--- src/rtl/sync_fifo_prog.sv ---
// Parametrised single-clock FIFO with programmable almost-full/almost-empty thresholds and synchronous flush.
// Define FIFO_FWFT_EN for first-word-fall-through reads; the default build uses a registered read port.
module sync_fifo_prog #(
    parameter int DATA_WIDTH = 16,
    parameter int DEPTH      = 8,
    parameter int ADDR_W     = $clog2(DEPTH)
) (
    input  logic                  clk,
    input  logic                  rst,
    input  logic                  flush,
    input  logic                  wr_en,
    input  logic [DATA_WIDTH-1:0] data_in,
    input  logic                  rd_en,
    output logic [DATA_WIDTH-1:0] data_out,
    output logic                  data_valid,
    input  logic [ADDR_W:0]       af_level,
    input  logic [ADDR_W:0]       ae_level,
    output logic [ADDR_W:0]       count,
    output logic                  full,
    output logic                  empty,
    output logic                  almostfull,
    output logic                  almostempty,
    output logic                  wr_ack,
    output logic                  overflow,
    output logic                  underflow
);

    localparam logic [ADDR_W:0] DEPTH_C = (ADDR_W + 1)'(DEPTH);

    logic [DATA_WIDTH-1:0] mem [DEPTH];
    logic [ADDR_W-1:0]     wr_ptr;
    logic [ADDR_W-1:0]     rd_ptr;
    logic                  wr_accept;
    logic                  rd_accept;

    assign full        = (count == DEPTH_C);
    assign empty       = (count == '0);
    assign almostfull  = (count >= af_level);
    assign almostempty = (count <= ae_level);

    assign wr_accept = wr_en && !full && !flush;
    assign rd_accept = rd_en && !empty && !flush;

    // Storage is never reset or flushed; only pointers and count define contents.
    always_ff @(posedge clk) begin
        if (wr_accept) begin
            mem[wr_ptr] <= data_in;
        end
    end

    always_ff @(posedge clk or posedge rst) begin
        if (rst) begin
            wr_ptr    <= '0;
            rd_ptr    <= '0;
            count     <= '0;
            wr_ack    <= 1'b0;
            overflow  <= 1'b0;
            underflow <= 1'b0;
        end else if (flush) begin
            wr_ptr    <= '0;
            rd_ptr    <= '0;
            count     <= '0;
            wr_ack    <= 1'b0;
            overflow  <= 1'b0;
            underflow <= 1'b0;
        end else begin
            // DEPTH is a power of two, so pointers wrap naturally.
            if (wr_accept) begin
                wr_ptr <= wr_ptr + 1'b1;
            end
            if (rd_accept) begin
                rd_ptr <= rd_ptr + 1'b1;
            end
            case ({wr_accept, rd_accept})
                2'b10:   count <= count + 1'b1;
                2'b01:   count <= count - 1'b1;
                default: count <= count;
            endcase
            wr_ack    <= wr_accept;
            overflow  <= wr_en && full;
            underflow <= rd_en && empty;
        end
    end

`ifdef FIFO_FWFT_EN
    // Head word is shown continuously; rd_en acknowledges it.
    assign data_out   = mem[rd_ptr];
    assign data_valid = !empty;
`else
    always_ff @(posedge clk or posedge rst) begin
        if (rst) begin
            data_out   <= '0;
            data_valid <= 1'b0;
        end else begin
            if (rd_accept) begin
                data_out <= mem[rd_ptr];
            end
            data_valid <= rd_accept;
        end
    end
`endif

endmodule

--- config.mk ---
export PLATFORM = sky130hd
export DESIGN_NAME = sync_fifo_prog
export DESIGN_NICKNAME = d
export VERILOG_FILES = /design/src/rtl/sync_fifo_prog.sv
export SDC_FILE = /design/constraint.sdc
export NUM_CORES = 1
export LEC_CHECK = 0
export ABC_AREA = 1
export ABC_CLOCK_PERIOD_IN_PS = 1930
export BUFFER_PORTS_ARGS = -buffer_cell sky130_fd_sc_hd__buf_2
export CAP_MARGIN = 40
export CORE_MARGIN = 4
export CORE_UTILIZATION = 45
export CTS_CLUSTER_SIZE = 24
export DETAILED_ROUTE_END_ITERATION = 16
export GPL_ROUTABILITY_DRIVEN = 0
export PLACE_DENSITY = 0.75
export SKIP_LAST_GASP = 1
export SYNTH_ARGS = -nofsm -noshare
export SYNTH_HDL_FRONTEND = slang
export SYNTH_SLANG_ARGS = --single-unit
--- constraint.sdc ---
create_clock -name clk -period 1.93 [get_ports clk]
set_clock_uncertainty 0.05 [all_clocks]
set_input_delay 0.193 -clock clk [delete_from_list [all_inputs] [get_ports clk]]
set_output_delay 0.193 -clock clk [all_outputs]
set_load 0.005 [all_outputs]
==> flow_metrics.tcl <==
set metrics [dict create \
    layout-drive-gt1-share_pct 24.88 \
    grt_pass1_wl_um 23320 \
    floorplan.initialDensity_pct 46.23 \
    cp.required_ns 2.24 \
    maxCapViolations 0 \
    area_delta_synth_final_pct 23.76 \
    drc_errors 0 \
    end_kind "flop" \
    firstDrtPassIters 5 \
    detail-route-antenna-nets 0 \
    critical_path_class "flop to flop" \
    seq_area_um2 4596 \
    core-area_um2 13990 \
    synth_top_family_by_area "compound AO/OA/AOI/OAI gates" \
    rsz0062_at_grt "yes" \
    n_fill_cell 1114 \
    die_area_um2 16350 \
    min-delay-path-class "input pin to flop" \
    whs_path_depth 1 \
    mostFrequentLayoutCells "edfxtp_1 (128), nor2_1 (89), o21ai_0 (86), buf_2 (56), nand2_1 (45)" \
    viasPerCell 5.484 \
    crit_arrival_ns 2.25 \
    crit_fanout 4 \
    r2r_start "count[2]$_DFFE_PP0P_" \
    yosysUniqueCellTypes 32 \
    clockPowerShare_pct 31.8 \
    status "complete, but fails checks" \
    place_inst 773 \
    crit_chain "buf_4 > nor2_2 > nand2_2 > buf_4 > buf_4 > nor3_1 > dlygate4sd3_1" \
    grt_overflow 0 \
    ys_seq_area_share_pct 71.04 \
    cts_made_buffers 17 \
    numClockSinks 158 \
    antenna_found_initial 0 \
    gr-max-usage-layer "met2" \
    setup_violations 1 \
    leakagePower_uw 0.003117 \
    synth_mux_area_share_pct 0 \
    finalCritPeriodShare_pct 100.7 \
    cts-root-buf "clkbuf_16" \
    hold_start "data_in[8]" \
    clockBufferDepth 2 \
    first_iter_violations 453 \
    powerDensity_nw_per_um2 1299 \
    finalMaxSlewViolations 0 \
    ys_ff_latch 158 \
    period_needed_ns 1.943 \
    clk-insertion-delay-late_ns 0.43 \
    num_vias 4535 \
    synth_area_per_cell_um2 12.18 \
    tightest_slew_ns 0.4668 \
    wl_per_cell_um 18.17 \
    cts_tree "yes" \
    slowest_stage "dlygate4sd3_1" \
    clock.fmax_mhz 514.6 \
    port_buffers 56 \
    rows 43 \
    crit_top_cell "buf_4" \
    r2r_cells 7 \
    synthCells 531 \
    grtUsageMet3_pct 5.000 \
    startpoint_type "flop" \
    io_pins 57 \
    power.share.combinational_pct 28.0 \
    synth.cell_area_um2 6467 \
    synth-simple-area-share_pct 10.00 \
    post-dp-hpwl_um 8993 \
    synth_fa_ha_area_share_pct 2.322 \
    htreeDepth 4 \
    grt_max_degree 67 \
    multiInputGateArea_um2 1693 \
    met1_usage_pct 22.78 \
    stdcell_count 827 \
    vdd_drop_max_v 0.0008385 \
    share_seq_of_total_power_pct 40.2 \
    rrSetupSlack_ns -0.01 \
    p_total_uw 10400 \
    grt_pass1_vias 4536 \
    slowest_delay_ns 0.58 \
    p_sw_share_pct 31.83 \
    power_switching_uw 3309 \
    yosys_warnings 0 \
    grtUsageTotal_pct 18.77 \
    whs_endpoint "mem[3][8]$_DFFE_PP_" \
    dieWidth_um 127.9 \
    dieHeight_um 127.9 \
    syn-num-nets 572 \
    nets 675 \
    use_met2_pct 31.67 \
    reg2reg_to "overflow$_DFF_PP0_" \
    maxSlewHeadroom_pct 68.88 \
    cts.clk_slew.worst_paths_ns 0.07 \
    synthXorXnorAreaFrac_pct 0.1354 \
    diodes 0 \
    final_common_cell "edfxtp_1" \
    finalHoldViolCount 0 \
    violations "setup timing" \
    setup_slack_ns -0.01335 \
    synth_compound_area_share_pct 12.40 \
    intPower_uw 7087 \
    routed_wl_um 15030 \
]
metrics by stage:
stage	utilization (%)	setup TNS, ns	setup slack (ns)	hold slack (ns)	instance area (um^2)
after global routing	57.22	-2.586	-0.07304	0.003831	8004
after floorplan	-	-18.98	-0.1544	0.2156	6467
after CTS	56.62	-0.003844	-0.003844	0.001044	7920
final	57.22	-0.01335	-0.01335	0.004904	8004
after detailed placement	50.89	0	0.05807	0.2783	7119
after global placement	50.89	0	0.1408	0.2684	7119
power by group through the flow:
stage,Clock (uW),Sequential (uW),Combinational [uW]
2_1_floorplan,0,4270,1650
3_3_place_gp,0,4240,2470
3_5_place_dp,0,4250,2600
4_1_cts,3350,4180,2770
5_1_grt,3510,4220,3220
6_report,3300,4180,2910
worst max-delay path, delay by kind of cell, from the launching register on:
family | cells | cell delay [ns]
simple gates | 3 | 0.38
buf+inv | 4 | 1.04
flops | 1 | 0.41
layer usage:
metal	wire length (um)	part of all wire, %	vias up
met2	7506	50	203
met3	1183	7.9	30
met5	0	0	-
li1	-	-	2101
met4	386	2.6	0
met1	5951	40	2201
cells in the mapped netlist:
cell type | number | share of area [%]
xor2_1 | 1 | 0.14
clkinv_1 | 1 | 0.058
buf_2 | 1 | 0.077
o21ai_2 | 1 | 0.14
nor2_1 | 95 | 5.5
dfrtp_1 | 30 | 12
o211ai_1 | 1 | 0.12
buf_4 | 3 | 0.35
nand3b_1 | 1 | 0.12
ha_1 | 12 | 2.3
nand2_4 | 1 | 0.17
o22ai_1 | 32 | 3.1
nand3_1 | 6 | 0.46
o21ai_0 | 87 | 6.7
nor3_1 | 1 | 0.077
clkbuf_2 | 1 | 0.077
inv_1 | 24 | 1.4
inv_2 | 6 | 0.35
clkbuf_1 | 15 | 0.87
nor2_4 | 2 | 0.35
nor2_2 | 1 | 0.097
nand4_1 | 1 | 0.097
a21oi_1 | 4 | 0.31
o21ai_1 | 18 | 1.4
a21oi_4 | 2 | 0.50
nand2_2 | 3 | 0.29
nand3_2 | 1 | 0.15
nand2_1 | 46 | 2.7
o21bai_1 | 1 | 0.12
buf_8 | 1 | 0.23
buf_6 | 4 | 0.70
edfxtp_1 | 128 | 59
sequential cells by signal, indices dropped and copies added (netlist names):
signal / flops
data_out: 16
data_valid: 1
underflow: 1
wr_ack: 1
overflow: 1
wr_ptr: 3
count: 4
rd_ptr: 3
mem: 128
worst max path at each step:
| stage | start | end | slack [ns] |
|---|---|---|---|
| after CTS | count[0]$_DFFE_PP0P_ | almostfull | -0.004 |
| final | count[2]$_DFFE_PP0P_ | overflow$_DFF_PP0_ | -0.01 |
| after global routing | count[1]$_DFFE_PP0P_ | count[2]$_DFFE_PP0P_ | -0.07 |
| after global placement | count[3]$_DFFE_PP0P_ | count[3]$_DFFE_PP0P_ | 0.14 |
| after floorplan | count[3]$_DFFE_PP0P_ | mem[0][0]$_DFFE_PP_ | -0.15 |
| after detailed placement | count[3]$_DFFE_PP0P_ | count[3]$_DFFE_PP0P_ | 0.06 |
cells by family after synthesis:
family | after synthesis
flops | 158
fa+ha+maj | 12
simple gates | 158
compound gates | 146
buf+inv | 56
xor+xnor | 1
area by class of cell:
type | instances | share of cell area [%]
Sequential cell | 158 | 57.42
Multi-Input combinational cell | 317 | 21.15
Timing Repair Buffer | 109 | 9.801
Clock buffer | 17 | 5.315
Tap cell | 180 | 2.814
Clock inverter | 15 | 2.017
Inverter | 31 | 1.485
what timing repair did:
| item | CTS | global route |
|---|---|---|
| buffers inserted | 4 | 5 |
| hold endpoints to repair | 97 | 0 |
| hold buffers | 13 | 0 |
| gates resized for setup | 10 | 14 |
| endpoints found under the setup margin | 2 | 112 |
| pin swaps | 3 | 12 |
(Power assumes the default switching activity.)
